### src/rtl/uart_pkg.sv
// Shared UART definitions: FSM state encoding, default frame geometry and
// parity-type constants common to the transmitter and receiver.
package uart_pkg;

    localparam int DATA_WIDTH_DEF = 8;
    localparam int OVERSAMPLE_DEF = 8;

    localparam logic PAR_EVEN = 1'b0;
    localparam logic PAR_ODD  = 1'b1;

    typedef enum logic [2:0] {
        IDLE  = 3'd0,
        START = 3'd1,
        DATA  = 3'd2,
        PAR   = 3'd3,
        STOP  = 3'd4
    } uart_state_e;

    // Parity bit the transmitter appends for a given XOR-of-data and parity type.
    function automatic logic parity_bit(input logic data_xor, input logic typ);
        return data_xor ^ (typ == PAR_ODD);
    endfunction

endpackage

### src/rtl/uart_rx_sync.sv
// Two-flop synchroniser for the asynchronous RX line; resets to the idle
// (high) level so reset release never looks like a start bit.
module uart_rx_sync (
    input  logic CLK,
    input  logic RST,
    input  logic d_i,
    output logic q_o
);

    logic [1:0] sync_q;

    always_ff @(posedge CLK or posedge RST) begin
        if (RST) begin
            sync_q <= 2'b11;
        end else begin
            sync_q <= {sync_q[0], d_i};
        end
    end

    assign q_o = sync_q[1];

endmodule

### src/rtl/uart_rx_fsm.sv
// UART receiver: oversampled start/data/parity/stop decoding with registered
// one-cycle strobes. Define UART_RX_MAJORITY_EN for 3-sample majority voting.
module uart_rx_fsm
    import uart_pkg::*;
#(
    parameter int DATA_WIDTH = DATA_WIDTH_DEF,
    parameter int OVERSAMPLE = OVERSAMPLE_DEF
) (
    input  logic                  CLK,
    input  logic                  RST,
    input  logic                  RX_IN,
    input  logic                  PAR_EN,
    input  logic                  PAR_TYP,
    output logic [DATA_WIDTH-1:0] P_DATA,
    output logic                  Data_Valid,
    output logic                  par_err,
    output logic                  stp_err
);

    localparam int CNT_W = (OVERSAMPLE > 2) ? $clog2(OVERSAMPLE) : 1;
    localparam int BIT_W = (DATA_WIDTH > 1) ? $clog2(DATA_WIDTH) : 1;

    localparam logic [CNT_W-1:0] CNT_ONE  = CNT_W'(1);
    localparam logic [CNT_W-1:0] CNT_LAST = CNT_W'(OVERSAMPLE - 1);
    localparam logic [CNT_W-1:0] MID      = CNT_W'(OVERSAMPLE / 2);
    localparam logic [BIT_W-1:0] BIT_ONE  = BIT_W'(1);
    localparam logic [BIT_W-1:0] BIT_LAST = BIT_W'(DATA_WIDTH - 1);

    function automatic logic majority3(input logic a, input logic b, input logic c);
        return (a & b) | (a & c) | (b & c);
    endfunction

    logic rx_s;

    uart_rx_sync u_sync (
        .CLK (CLK),
        .RST (RST),
        .d_i (RX_IN),
        .q_o (rx_s)
    );

    uart_state_e           state_q,     state_d;
    logic [CNT_W-1:0]      edge_cnt_q,  edge_cnt_d;
    logic [BIT_W-1:0]      bit_cnt_q,   bit_cnt_d;
    logic [DATA_WIDTH-1:0] shift_q,     shift_d;
    logic [DATA_WIDTH-1:0] pdata_q,     pdata_d;
    logic                  par_en_q,    par_en_d;
    logic                  par_typ_q,   par_typ_d;
    logic                  par_fault_q, par_fault_d;
    logic                  stp_fault_q, stp_fault_d;
    logic                  dv_q,        dv_d;
    logic                  pe_q,        pe_d;
    logic                  se_q,        se_d;

    logic sample_pt;
    logic bit_val;
    logic cnt_wrap;
    logic stp_now;

`ifdef UART_RX_MAJORITY_EN
    localparam logic [CNT_W-1:0] MID_M1 = CNT_W'(OVERSAMPLE / 2 - 1);
    localparam logic [CNT_W-1:0] MID_P1 = CNT_W'(OVERSAMPLE / 2 + 1);

    logic [1:0] hist_q;

    always_ff @(posedge CLK or posedge RST) begin
        if (RST) begin
            hist_q <= 2'b11;
        end else begin
            if (edge_cnt_q == MID_M1) hist_q[0] <= rx_s;
            if (edge_cnt_q == MID)    hist_q[1] <= rx_s;
        end
    end

    assign sample_pt = (edge_cnt_q == MID_P1);
    assign bit_val   = majority3(hist_q[0], hist_q[1], rx_s);
`else
    assign sample_pt = (edge_cnt_q == MID);
    assign bit_val   = rx_s;
`endif

    assign cnt_wrap = (edge_cnt_q == CNT_LAST);
    // With OVERSAMPLE=4 the majority decision lands on the wrap cycle, so fold it in.
    assign stp_now  = stp_fault_q | (sample_pt & ~bit_val);

    always_ff @(posedge CLK or posedge RST) begin
        if (RST) begin
            state_q     <= IDLE;
            edge_cnt_q  <= '0;
            bit_cnt_q   <= '0;
            shift_q     <= '0;
            pdata_q     <= '0;
            par_en_q    <= 1'b0;
            par_typ_q   <= 1'b0;
            par_fault_q <= 1'b0;
            stp_fault_q <= 1'b0;
            dv_q        <= 1'b0;
            pe_q        <= 1'b0;
            se_q        <= 1'b0;
        end else begin
            state_q     <= state_d;
            edge_cnt_q  <= edge_cnt_d;
            bit_cnt_q   <= bit_cnt_d;
            shift_q     <= shift_d;
            pdata_q     <= pdata_d;
            par_en_q    <= par_en_d;
            par_typ_q   <= par_typ_d;
            par_fault_q <= par_fault_d;
            stp_fault_q <= stp_fault_d;
            dv_q        <= dv_d;
            pe_q        <= pe_d;
            se_q        <= se_d;
        end
    end

    always_comb begin
        state_d     = state_q;
        edge_cnt_d  = edge_cnt_q;
        bit_cnt_d   = bit_cnt_q;
        shift_d     = shift_q;
        pdata_d     = pdata_q;
        par_en_d    = par_en_q;
        par_typ_d   = par_typ_q;
        par_fault_d = par_fault_q;
        stp_fault_d = stp_fault_q;
        dv_d        = 1'b0;
        pe_d        = 1'b0;
        se_d        = 1'b0;

        if (state_q != IDLE) begin
            edge_cnt_d = cnt_wrap ? '0 : edge_cnt_q + CNT_ONE;
        end

        case (state_q)
            IDLE: begin
                if (!rx_s) begin
                    state_d     = START;
                    edge_cnt_d  = '0;
                    bit_cnt_d   = '0;
                    par_en_d    = PAR_EN;
                    par_typ_d   = PAR_TYP;
                    par_fault_d = 1'b0;
                    stp_fault_d = 1'b0;
                end
            end
            START: begin
                if (sample_pt && bit_val) begin
                    state_d    = IDLE;
                    edge_cnt_d = '0;
                end else if (cnt_wrap) begin
                    state_d = DATA;
                end
            end
            DATA: begin
                if (sample_pt) begin
                    shift_d = {bit_val, shift_q[DATA_WIDTH-1:1]};
                end
                if (cnt_wrap) begin
                    if (bit_cnt_q == BIT_LAST) begin
                        bit_cnt_d = '0;
                        state_d   = par_en_q ? PAR : STOP;
                    end else begin
                        bit_cnt_d = bit_cnt_q + BIT_ONE;
                    end
                end
            end
            PAR: begin
                if (sample_pt) begin
                    par_fault_d = (bit_val != parity_bit(^shift_q, par_typ_q));
                end
                if (cnt_wrap) begin
                    state_d = STOP;
                end
            end
            STOP: begin
                stp_fault_d = stp_now;
                if (cnt_wrap) begin
                    state_d = IDLE;
                    if (!par_fault_q && !stp_now) begin
                        pdata_d = shift_q;
                        dv_d    = 1'b1;
                    end else begin
                        pe_d = par_fault_q;
                        se_d = stp_now;
                    end
                end
            end
            default: begin
                state_d    = IDLE;
                edge_cnt_d = '0;
            end
        endcase
    end

    assign P_DATA     = pdata_q;
    assign Data_Valid = dv_q;
    assign par_err    = pe_q;
    assign stp_err    = se_q;

endmodule
### config.mk
export PLATFORM = sky130hd
export DESIGN_NAME = uart_rx_fsm
export DESIGN_NICKNAME = d
export VERILOG_FILES = /design/src/rtl/uart_pkg.sv /design/src/rtl/uart_rx_sync.sv /design/src/rtl/uart_rx_fsm.sv
export SDC_FILE = /design/constraint.sdc
export NUM_CORES = 1
export LEC_CHECK = 0
export BUFFER_PORTS_ARGS = -buffer_cell sky130_fd_sc_hd__buf_4
export CORE_ASPECT_RATIO = 0.9
export CORE_MARGIN = 2
export CORE_UTILIZATION = 57
export DETAILED_ROUTE_END_ITERATION = 8
export GPL_TIMING_DRIVEN = 0
export PLACE_DENSITY = 0.77
export REMOVE_ABC_BUFFERS = 1
export SLEW_MARGIN = 30
export SYNTH_ARGS = -nofsm -noshare
export SYNTH_HDL_FRONTEND = slang
export SYNTH_SLANG_ARGS = --single-unit
### constraint.sdc
create_clock -name CLK -period 2 [get_ports CLK]
set_input_delay 0.1 -clock CLK [delete_from_list [all_inputs] [get_ports CLK]]
set_output_delay 0.1 -clock CLK [all_outputs]
set_load 0.005 [all_outputs]
==> results_dict.tcl <==
set metrics [dict create \
    path_cells "nor2_2 > nand3_2 > nor4_4 > buf_4 > mux2_2" \
    path_delay_family "simple AND/OR/NAND/NOR gates" \
    drtAntennaViolNets 0 \
    grt_max_degree 35 \
    power_mw 1.880 \
    synth_seq_cells 34 \
    swShare_pct 33.95 \
    setup_viol 0 \
    rows 17 \
    p_clk_share_pct 20.5 \
    power_density_mw_per_mm2 1035 \
    max_clock_freq_ghz 0.5386 \
    vias_per_cell 5.806 \
    wl_met1_um 1220 \
    crit_path_max_fanout 14 \
    pin_count 16 \
    leakage_nw 0.8968 \
    core_region_area_mm2 0.002531 \
    cts_buffer_depth 2 \
    critPathSlowestCell "dfrtp_1" \
    ir_drop_mv 0.7215 \
    cts-root-buf "clkbuf_4" \
    yosysTopAreaCell "dfrtp_1" \
    dr_wl_met3_um 132 \
    grtUsageTotal_pct 21.06 \
    skew_ns 0.01127 \
    async_flop_share_pct 100.0 \
    max-cap-violations 0 \
    h-tree-depth 2 \
    syn2layout_area_growth_pct 16.44 \
    initial_utilization_pct 61.64 \
    overflow 0 \
    first_global_vias 1013 \
    crit_required_ns 2.22 \
    fin_crit_sh_pct 92.83 \
    rsz0062_at_grt "no" \
    p_sw_mw 0.6383 \
    synth_area_mm2 0.001560 \
    cp-end-kind "register" \
    seqPwrFrac_pct 52.2 \
    routed.top_layer "met4" \
    mostFrequentLayoutCells "dfrtp_1 (32), mux2_2 (18), buf_4 (18)" \
    cts_tree "done" \
    route.detailed.drc 0 \
    hold_violations 0 \
    intPower_mw 1.242 \
    timing.hold.ws_ns 0.01801 \
    layout.nets 161 \
    fillCellCount 181 \
    hp-class "input port to register" \
    yosysWarningCount 0 \
    dpl.hpwl_um 1933 \
    fp.dieH_um 53.64 \
    synth-edff-count 0 \
    layout_commonest_cell "dfrtp_1" \
    regArea_um2 853.3 \
    cp_num_buf_inv 1 \
    wl_met2_um 1378 \
    clkTransAtPathRegs_ns 0.10 \
    insertion_delay_ns 0.33 \
    post_dp_cell_area_mm2 0.001685 \
    antenna_found_initial 0 \
    final_cell_area_mm2 0.001817 \
    slew_viol_final 0 \
    drt-total-wl_um 2803 \
    max_slew_margin_pct 49.08 \
    synth.avg_cell_area_um2 12.19 \
    worstSetupStartpointType "register" \
    die_w_um 59.15 \
    synth_top_area_share_pct 51.32 \
    yosys-top-cells-area "dfrtp_1 (51%), mux2_2 (13%), ha_1 (4.0%)" \
    tightest_slew_ns 0.7569 \
    num_vias 1045 \
    path_class "register to register" \
    synth_top_flop_cell "dfrtp_1" \
    power_frac_comb_pct 27.3 \
    ys_types 28 \
    n_antenna_cell 0 \
    worstPathArrival_ns 2.07 \
    io_buffers 15 \
    clock-sinks 34 \
    first_iter_violations 22 \
    drive_above_1_share_pct 33.55 \
    min_period_ns 1.857 \
    multi_input_area_um2 673.1 \
    wire_per_inst_um 15.57 \
    place.gp.congestion 0.8111 \
    ys_seq_area_share_pct 54.69 \
    grt_pass1_wl_um 4705 \
    status "finished, final reports clean" \
    cts_inserted_buffers 5 \
    slowest_delay_ns 0.54 \
    first_pass_iters 4 \
    die_area_mm2 0.003173 \
    syn_inst 128 \
]
Yosys cell counts (2+ instances only):
| library cell | instances |
|---|---|
| a21oi_1 | 3 |
| a22o_1 | 6 |
| buf_2 | 3 |
| clkbuf_1 | 2 |
| dfrtp_1 | 32 |
| dfstp_2 | 2 |
| ha_1 | 5 |
| inv_1 | 8 |
| mux2_2 | 18 |
| nand2_1 | 4 |
| nand2b_1 | 2 |
| nand3_1 | 4 |
| nor2_1 | 10 |
| nor4_1 | 2 |
| o21ai_0 | 9 |
| xnor2_1 | 6 |
cell families (layout without fill, tap and decap cells):
logic type               count (synthesis)  after routing  synth area share, %
AO/OA/AOI/OAI                           19             19                7.618
XOR/XNOR                                 8              8                5.373
adder cells (fa/ha/maj)                  5              5                4.010
buffers and inverters                   13             37                3.368
flip-flops                              34             34                54.69
multiplexers                            19             19                13.63
AND/OR/NAND/NOR                         30             30                11.31
layer usage:
layer | vias up | track usage [%]
met5 | - | 0
met4 | 0 | 11.36
met3 | 10 | 5.048
met2 | 40 | 32.41
met1 | 504 | 27.87
li1 | 491 | -
registers in the layout, summed over array words and instances, names as in the netlist:
signal / count
Data_Valid: 1
P_DATA: 8
bit_cnt_q: 3
edge_cnt_q: 3
par_en_q: 1
par_err: 1
par_fault_q: 1
par_typ_q: 1
shift_q: 8
state_q: 3
stp_err: 1
stp_fault_q: 1
u_sync.sync_q: 2
through the flow:
step	cells	setup TNS, ns	setup WS [ns]	util (%)
2_1_floorplan	123	0	0.1364	-
3_3_place_gp	166	-1.333	-0.1687	66.58
3_5_place_dp	166	-1.878	-0.2521	66.58
4_1_cts	178	0	0.07491	70.84
5_1_grt	180	0	0.02464	71.77
6_report	180	0	0.1434	71.77
final timing paths:
check / startpoint / end / slack, ns / cells after the start
min reg2reg: u_sync.sync_q[0] / u_sync.sync_q[1] / 0.37 / 0
min: PAR_EN / par_en_q / 0.02 / 2
max in group asynchronous: RST / P_DATA[0] / 1.11 / 3
max: state_q[1] / P_DATA[0] / 0.14 / 5
max reg2reg: state_q[1] / P_DATA[0] / 0.14 / 5
min in group asynchronous: RST / par_en_q / 0.44 / 3
final cells by class:
cell class / instances / share of cell area (%)
clock inverter: 1 / 0.2755
inverter: 8 / 1.653
tap: 28 / 1.928
timing repair buffer: 21 / 9.091
multi-input combinational: 81 / 37.05
clock buffer: 7 / 3.030
sequential: 34 / 46.97
power groups by stage:
stage	logic, mW	clock network (mW)	registers [mW]
after floorplan	0.391	0	0.934
after global placement	0.443	0	0.960
after detailed placement	0.479	0	0.975
after CTS	0.501	0.399	0.966
after global routing	0.582	0.426	1.00
final	0.512	0.386	0.982
repair_timing:
action,CTS,global route
hold endpoints to repair,33,1
endpoints found under the setup margin,8,14
setup buffers,2,1
resized for setup,2,1
hold buffers,2,1
pin swaps,1,0
No activity file was read; power rests on OpenSTA's default activity.
